[config.mk]
export PLATFORM = sky130hd
export DESIGN_NAME = au_project_select_driver_flat
export DESIGN_NICKNAME = d
export VERILOG_FILES = /design/src/rtl/au_project_select_driver_if.sv /design/src/rtl/au_project_select_driver.sv /design/src/flat_wrapper.sv
export SDC_FILE = /design/constraint.sdc
export NUM_CORES = 1
export LEC_CHECK = 0
export ABC_AREA = 1
export CAP_MARGIN = 20
export CORE_MARGIN = 2
export CORE_UTILIZATION = 40
export DETAILED_ROUTE_END_ITERATION = 10
export PLACE_DENSITY = 0.71
export SYNTH_ARGS = -nofsm -noshare
export SYNTH_HDL_FRONTEND = slang
export SYNTH_SLANG_ARGS = --single-unit
[constraint.sdc]
create_clock -name clk -period 1.7 [get_ports clk]
set_clock_uncertainty 0.1 [all_clocks]
set_input_delay 0.34 -clock clk [delete_from_list [all_inputs] [get_ports clk]]
set_output_delay 0.34 -clock clk [all_outputs]
set_load 0.05 [all_outputs]
[src/rtl/au_project_select_driver_if.sv]
// Host-side bundle for the project selector sequencer: request inputs,
// selector drive lines, status strobes and the FSM state for debug.
interface au_project_select_driver_if #(
  parameter int NUM_WIDTH = 8
);
   // start and deselect are single-cycle requests with no ready: start is taken
   // only in IDLE or ACTIVE (busy=1 means it is dropped); deselect always wins.
   logic                 start;
   logic [NUM_WIDTH-1:0] project_num;
   logic                 deselect;
   logic                 sel_rst_n;
   logic                 sel_inc;
   logic                 sel_ena;
   logic                 busy;
   logic                 done;
   logic                 selected;
   logic [2:0]           fsm_state;

   modport master (
      output start, project_num, deselect,
      input  sel_rst_n, sel_inc, sel_ena, busy, done, selected, fsm_state
   );

   modport slave (
      input  start, project_num, deselect,
      output sel_rst_n, sel_inc, sel_ena, busy, done, selected, fsm_state
   );
endinterface

[src/rtl/au_project_select_driver.sv]
// Sequencer that resets the board's project selector, clocks in project_num
// increment pulses, waits a settle time and then enables the selected design.
module au_project_select_driver #(
   parameter int NUM_WIDTH     = 8,
   parameter int PULSE_CYCLES  = 4,
   parameter int SETTLE_CYCLES = 8
) (
   input  logic                         clk,
   input  logic                         rst_n,
   au_project_select_driver_if.slave    bus
);

   localparam int MAXC = (PULSE_CYCLES > SETTLE_CYCLES) ? PULSE_CYCLES : SETTLE_CYCLES;
   localparam int CW   = $clog2(MAXC + 1);

   localparam logic [CW-1:0]        P_LAST = CW'(PULSE_CYCLES - 1);
   // Settle counts one extra cycle so sel_ena lands on the registered edge after S full cycles.
   localparam logic [CW-1:0]        S_LAST = CW'(SETTLE_CYCLES);
   localparam logic [CW-1:0]        ONE_C  = CW'(1);
   localparam logic [NUM_WIDTH-1:0] ONE_N  = NUM_WIDTH'(1);

   typedef enum logic [2:0] {
      S_IDLE   = 3'd0,
      S_RST_LO = 3'd1,
      S_RST_HI = 3'd2,
      S_INC_HI = 3'd3,
      S_INC_LO = 3'd4,
      S_SETTLE = 3'd5,
      S_ACTIVE = 3'd6
   } state_t;

   state_t               state;
   logic [CW-1:0]        phase_cnt;
   logic [NUM_WIDTH-1:0] inc_cnt;
   logic [NUM_WIDTH-1:0] n_reg;

   assign bus.fsm_state = state;

   always_ff @(posedge clk or negedge rst_n) begin
      if (!rst_n) begin
         state         <= S_IDLE;
         phase_cnt     <= '0;
         inc_cnt       <= '0;
         n_reg         <= '0;
         bus.sel_rst_n <= 1'b0;
         bus.sel_inc   <= 1'b0;
         bus.sel_ena   <= 1'b0;
         bus.busy      <= 1'b0;
         bus.done      <= 1'b0;
         bus.selected  <= 1'b0;
      end else begin
         bus.done <= 1'b0;
         if (bus.deselect) begin
            // Also covers IDLE so a coincident start is dropped there too.
            state         <= S_IDLE;
            phase_cnt     <= '0;
            inc_cnt       <= '0;
            bus.sel_rst_n <= 1'b0;
            bus.sel_inc   <= 1'b0;
            bus.sel_ena   <= 1'b0;
            bus.busy      <= 1'b0;
            bus.selected  <= 1'b0;
         end else begin
            case (state)
               S_IDLE, S_ACTIVE: begin
                  if (bus.start) begin
                     n_reg         <= bus.project_num;
                     state         <= S_RST_LO;
                     phase_cnt     <= '0;
                     inc_cnt       <= '0;
                     bus.sel_rst_n <= 1'b0;
                     bus.sel_ena   <= 1'b0;
                     bus.selected  <= 1'b0;
                     bus.busy      <= 1'b1;
                  end
               end
               S_RST_LO: begin
                  if (phase_cnt == P_LAST) begin
                     phase_cnt     <= '0;
                     state         <= S_RST_HI;
                     bus.sel_rst_n <= 1'b1;
                  end else begin
                     phase_cnt <= phase_cnt + ONE_C;
                  end
               end
               S_RST_HI: begin
                  if (phase_cnt == P_LAST) begin
                     phase_cnt <= '0;
                     if (n_reg != '0) begin
                        state       <= S_INC_HI;
                        bus.sel_inc <= 1'b1;
                        inc_cnt     <= inc_cnt + ONE_N;
                     end else begin
                        state <= S_SETTLE;
                     end
                  end else begin
                     phase_cnt <= phase_cnt + ONE_C;
                  end
               end
               S_INC_HI: begin
                  if (phase_cnt == P_LAST) begin
                     phase_cnt   <= '0;
                     state       <= S_INC_LO;
                     bus.sel_inc <= 1'b0;
                  end else begin
                     phase_cnt <= phase_cnt + ONE_C;
                  end
               end
               S_INC_LO: begin
                  if (phase_cnt == P_LAST) begin
                     phase_cnt <= '0;
                     // inc_cnt already holds the number of pulses issued; it never exceeds n_reg.
                     if (inc_cnt == n_reg) begin
                        state <= S_SETTLE;
                     end else begin
                        state       <= S_INC_HI;
                        bus.sel_inc <= 1'b1;
                        inc_cnt     <= inc_cnt + ONE_N;
                     end
                  end else begin
                     phase_cnt <= phase_cnt + ONE_C;
                  end
               end
               S_SETTLE: begin
                  if (phase_cnt == S_LAST) begin
                     phase_cnt    <= '0;
                     state        <= S_ACTIVE;
                     bus.sel_ena  <= 1'b1;
                     bus.selected <= 1'b1;
                     bus.done     <= 1'b1;
                     bus.busy     <= 1'b0;
                  end else begin
                     phase_cnt <= phase_cnt + ONE_C;
                  end
               end
               default: begin
                  state         <= S_IDLE;
                  phase_cnt     <= '0;
                  inc_cnt       <= '0;
                  bus.sel_rst_n <= 1'b0;
                  bus.sel_inc   <= 1'b0;
                  bus.sel_ena   <= 1'b0;
                  bus.busy      <= 1'b0;
                  bus.selected  <= 1'b0;
               end
            endcase
         end
      end
   end

endmodule

[src/flat_wrapper.sv]
// flat-port wrapper written by rule: the top's interface ports become plain ports
module au_project_select_driver_flat 
#(
   parameter int NUM_WIDTH     = 8,
   parameter int PULSE_CYCLES  = 4,
   parameter int SETTLE_CYCLES = 8
)
  (clk, rst_n, bus_start, bus_project_num, bus_deselect, bus_sel_rst_n, bus_sel_inc, bus_sel_ena, bus_busy, bus_done, bus_selected, bus_fsm_state);
  au_project_select_driver_if #(.NUM_WIDTH(NUM_WIDTH)) bus_i ();
  input  logic clk;
  input  logic rst_n;
  input wire logic [$bits(bus_i.start)-1:0] bus_start;
  input wire logic [$bits(bus_i.project_num)-1:0] bus_project_num;
  input wire logic [$bits(bus_i.deselect)-1:0] bus_deselect;
  output wire logic [$bits(bus_i.sel_rst_n)-1:0] bus_sel_rst_n;
  output wire logic [$bits(bus_i.sel_inc)-1:0] bus_sel_inc;
  output wire logic [$bits(bus_i.sel_ena)-1:0] bus_sel_ena;
  output wire logic [$bits(bus_i.busy)-1:0] bus_busy;
  output wire logic [$bits(bus_i.done)-1:0] bus_done;
  output wire logic [$bits(bus_i.selected)-1:0] bus_selected;
  output wire logic [$bits(bus_i.fsm_state)-1:0] bus_fsm_state;
  assign bus_i.start = bus_start;
  assign bus_i.project_num = bus_project_num;
  assign bus_i.deselect = bus_deselect;
  assign bus_sel_rst_n = bus_i.sel_rst_n;
  assign bus_sel_inc = bus_i.sel_inc;
  assign bus_sel_ena = bus_i.sel_ena;
  assign bus_busy = bus_i.busy;
  assign bus_done = bus_i.done;
  assign bus_selected = bus_i.selected;
  assign bus_fsm_state = bus_i.fsm_state;
  au_project_select_driver #(.NUM_WIDTH(NUM_WIDTH), .PULSE_CYCLES(PULSE_CYCLES), .SETTLE_CYCLES(SETTLE_CYCLES)) u_core (.clk(clk), .rst_n(rst_n), .bus(bus_i));
endmodule
-- After elaboration in Yosys (flattened, before gate mapping)
Index checks and enable logic that the tools add are counted.
- flip-flop bits (word level): 28
- output and inout port bits: 9
- bits of input ports: 12
- bitwise logic cells: 1
- reduce and logical (&&, ||, !) cells: 13
- $add $sub $neg: 2
- mux-type cells: 43
- equality and inequality tests: 21
- operators with widths (kind ; number):
    $mux W8 ; 6
    $pmux W8 S4 ; 1
    $mux W3 ; 9
    $ne A3 B2 Y1 const B ; 6
    $pmux W3 S6 ; 1
    $reduce_and A6 Y1 ; 3
    $mux W1 ; 17
    $mux W4 ; 4
    $pmux W4 S3 ; 1
    $reduce_or A4 Y1 ; 3
    $eq A3 B3 Y1 const B ; 3
    $pmux W1 S3 ; 3
    $reduce_and A3 Y1 ; 3
    $add A8 B1 Y8 const B ; 1
    $eq A8 B8 Y1 ; 1
    $ne A2 B1 Y1 const B ; 4
    $reduce_bool A8 Y1 ; 1
    $eq A3 B2 Y1 const B ; 2
    $ne A3 B3 Y1 const B ; 2
    $add A4 B1 Y4 const B ; 1
    $eq A4 B2 Y1 const B ; 1
    $eq A4 B4 Y1 const B ; 1
    $pmux W1 S4 ; 1
    $eq A3 B1 Y1 const B ; 1
    4 further kinds ; 4

-- Longest topological paths before layout
- depth in word-level cells: 5
- depth in mapped cells: 10
- mapped depth without buffers: 10

-- Worst setup path before layout
OpenSTA, ideal clock, no wires.
- path type: flip-flop to flip-flop
- start: reg u_core.state[2], in the netlist u_core.bus.fsm_state[2]
- end: reg u_core.inc_cnt[5]
- arrival time: 1.603 ns
- slack: -0.120 ns
- stages on the path, launching flop included: 11
- data required time: 1.483 ns
- cells stage by stage: dfrtp_1 -> buf_4 -> inv_2 -> nand2_2 -> nand2_4 -> nand2_8 -> nand2_4 -> nor2_8 -> nand3_4 -> nand2_1 -> nand2_1
- word-level cells in the longest chain between the ends: 4
- ends and longest elaborated chain (item ; line ; RTL):
    from (decl) ; au_project_select_driver.sv:32 ; state_t state;
    from (signal assigned) ; au_project_select_driver.sv:41 ; state <= S_IDLE;
    from (signal assigned) ; au_project_select_driver.sv:55 ; state <= S_IDLE;
    from (signal assigned) ; au_project_select_driver.sv:68 ; state <= S_RST_LO;
    $eq A3 B1 Y1, or another cell as far along ; au_project_select_driver.sv:64 ; case (state)
    $reduce_or A3 Y1 (no line) / $reduce_or A2 Y1 (equally long branches) ; -- ;
    $ne A2 B1 Y1 (no line), or another cell as far along ; -- ;
    $reduce_and A6 Y1 (no line) / $mux W8 (equally long branches) ; -- ;
    to (signal assigned) ; au_project_select_driver.sv:92 ; inc_cnt <= inc_cnt + ONE_N;
    to (signal assigned) ; au_project_select_driver.sv:118 ; inc_cnt <= inc_cnt + ONE_N;
    to (decl) ; au_project_select_driver.sv:34 ; logic [NUM_WIDTH-1:0] inc_cnt;
Parallel ways exist; a longest one is shown, timed or not.
A chain may end at the register's enable or synchronous reset.

-- Worst setup path after layout
- start: reg u_core.state[1], in the netlist u_core.bus.fsm_state[1]
- end: reg u_core.inc_cnt[3]
The elaborated chain is that of the path after synthesis.

==> run summary <==
Status -> complete, no violations
Final period utilization -> 95.7%
Fin. max-slew vios -> 0
Synth Cell Area -> 1870 um2
CTS tree -> built
DRC -> 0
Reg2Reg Setup Slack -> 70 ps
FF-to-FF End -> u_core.inc_cnt[3]
Cell Rows -> 24
Post-DP Area -> 2320 um2
Syn Inst Count -> 263
Post-Synth Adder-Cell Area -> 2.01%
Simple-gate portion of the synthesized area -> 41.6%
Final WL -> 4190 um
Drt initial violations -> 91
NetSw -> 1.38 mW
DR vias/cell -> 4.92
Ys flop type -> dfrtp_1
Die outline area -> 5240 um2
Post-Place Worst Slack -> -201 ps
Async SR Flop Fraction -> 100%
Clk sinks -> 28
Number of global-route vias before repair -> 1,573
EDFF count, synth -> 0
Top-area cell type share of the netlist area -> 37.4%
Critical Path RT -> 1760 ps
Mux contribution to synthesized area -> 1.80%
Syn Nets -> 278
Main combinational cell family by area after synthesis -> simple AND/OR/NAND/NOR gates
ANT nets after route -> 0
Layout Cells excl Fill -> 359
HPWL after DPL -> 3320 um
WP data arrival -> 1690 ps
PD cells -> 1260 nW/um2
Final setup margin -> 73.0 ps
Core Area -> 4440 um2
Reg clk slew, reported paths -> 90 ps
Max FO, Critical Path -> 8
Yosys top cell by area -> dfrtp_1
FF-to-FF path depth -> 10
Layout cell share with drive strength beyond 1 -> 24.8%
First-pass GRT wire length -> 7220 um
Final Hold Vio Count -> 0
Die width -> 72.4 um
Worst reg2reg path startpoint -> u_core.bus.fsm_state[1]
Fin nets -> 323
GPL Wtd Cong -> 0.853
Main area contributors after synthesis -> dfrtp_1 37%, nand2_1 16%, nor2_1 7.0%
# hold bufs at CTS -> 0
Compound-gate portion of the synthesized area -> 5.88%
Iteration count of the initial detailed-routing pass -> 5
Height of the die -> 72.4 um
CP Launch Type -> register
Root buffer cell -> clkbuf_8
Yosys reg bits -> 28
DP Cell Count -> 352
Fin crit period -> 1630 ps
Cell variety after synth -> 29
Fmax -> 615 MHz
Antenna violations before repair -> 0
IO Pins -> 21
Slew @ Worst Pin -> 353 ps
Share of power burned in registers -> 32.5%
Sw frac -> 44.1%
CTS HTree Levels -> 1
Setup violations, final -> 0
Clock power frac -> 11.7%
Largest net degree at the start of global routing -> 29
Pint -> 1.76 mW
Clk_lat worst skew -> 270 ps
Critical Path End Type -> register
Crit path kind -> reg -> reg
Avg Cell Area, Syn -> 7.12 um2
Design area -> 2490 um2
Number of diodes -> 0
Max Cap Viol -> 0
Setup_tns -> 0 ps
Total CTS buffers -> 3
Overflow after GRT -> 0
Sequential share of the synthesized area -> 37.4%
Area growth, synth to finish -> 33.2%
Hold WC Path Type -> in -> async
Total number of vias -> 1,765
Xor/xnor cell area share of the yosys netlist -> 2.81%
Worst hold slack -> 344 ps
Drt wl/cell -> 11.7 um
Total Routing Usage GR -> 17.6%
Leak pwr -> 1.24 nW
Maximum vdd drop -> 0.000547 V
Synth warn -> 0
RSZ-0062 raised after global routing -> true
Starting Density -> 42.1%
Clk buf depth -> 2
Comb power frac -> 55.8%
Port bufs -> 20
Max-slew headroom -> 76.5%
-- cell usage after synthesis, types with 5 or more instances --
cell and number:
nor2_1 35, dfrtp_1 28, buf_4 5, inv_1 28, a21oi_1 6, nand4_1 11, o21ai_0 9, nand3_1 25
nand2_1 80
-- per-layer routing --
| metal | vias up | track usage (%) | share of wire, % |
|---|---|---|---|
| met1 | 800 | 26.0 | 49 |
| met2 | 32 | 26.8 | 46 |
| met4 | 0 | 6.38 | 1.7 |
| met5 | - | 0 | 0 |
| li1 | 929 | - | - |
| met3 | 4 | 1.94 | 3.5 |
-- power groups by stage --
stage	Sequential (mW)	Combinational [mW]	Clock (mW)
finish	1.02	1.75	0.368
global route	1.05	1.93	0.420
CTS	1.01	1.65	0.383
detailed placement	1.02	1.65	0
global placement	1.01	1.63	0
floorplan	1.18	0.894	0
-- metrics by stage --
stage | total power, mW | utilization [%]
2_1_floorplan | 2.08 | -
3_3_place_gp | 2.64 | 52.3
3_5_place_dp | 2.67 | 52.3
4_1_cts | 3.04 | 53.5
5_1_grt | 3.40 | 56.1
6_report | 3.14 | 56.1
-- what timing repair did --
action                                  4_1_cts  5_1_grt
endpoints found under the setup margin        1       20
buffers inserted                              0        3
pin swaps                                     0        5
gates resized for setup                       1       26
-- cell families (layout without fill, tap and decap cells) --
family / Yosys count / in the layout
and+or+nand+nor: 166 / 166
DFF: 28 / 28
xor gates and xnor gates: 6 / 6
muxes: 3 / 3
adders and majority gates: 3 / 3
buffers and inverters: 37 / 81
AOI/OAI and AO/OA: 20 / 20
-- layout make-up --
class / instances / area (um2)
Fill cell: 418 / 1950
Tap cell: 52 / 65.1
Inverter: 31 / 119
Clock buffer: 4 / 45.0
Sequential cell: 28 / 706
Multi-Input combinational cell: 198 / 1100
Timing Repair Buffer: 46 / 462
-- cells in the final DEF, fill, tap and decap left out, types with 2 or more instances in the layout --
| cell type | instances |
|---|---|
| inv_2 | 2 |
| buf_12 | 6 |
| nand4_1 | 11 |
| nor2_2 | 6 |
| o21a_1 | 2 |
| inv_1 | 28 |
| o21ai_0 | 9 |
| clkbuf_8 | 3 |
| xor2_1 | 3 |
| nand3_2 | 2 |
| xnor2_1 | 3 |
| nand2_4 | 2 |
| nor3_1 | 2 |
| buf_6 | 3 |
| nand2_8 | 2 |
| mux2_2 | 3 |
| nor2_1 | 28 |
| nand3_4 | 3 |
| clkdlybuf4s50_1 | 10 |
| dfrtp_1 | 24 |
| nand3_1 | 23 |
| dfrtp_2 | 4 |
| ha_1 | 3 |
| nand2_2 | 7 |
| nor2_4 | 3 |
| buf_4 | 26 |
| nand2_1 | 75 |
| a21oi_1 | 6 |
-- critical path, stage by stage (launching register included) --
cell and delay [ps]:
dfrtp_2 470, buf_6 140, nand3_4 80, nand2_4 60, buf_6 120, nand2_8 80, nand2_8 60, nor2_8 120
nand3_4 130, nand2_1 90, nand2_1 60
-- worst max-delay path by stage --
stage / startpoint / to / cells past startpoint
CTS: u_core.bus.fsm_state[1] / u_core.inc_cnt[3] / 8
floorplan: u_core.bus.fsm_state[2] / u_core.inc_cnt[5] / 10
detailed placement: bus_deselect / u_core.inc_cnt[3] / 10
global placement: bus_deselect / u_core.bus.sel_rst_n / 8
global route: u_core.bus.fsm_state[1] / u_core.inc_cnt[3] / 8
finish: u_core.bus.fsm_state[1] / u_core.inc_cnt[3] / 10
(Power assumes the default switching activity.)
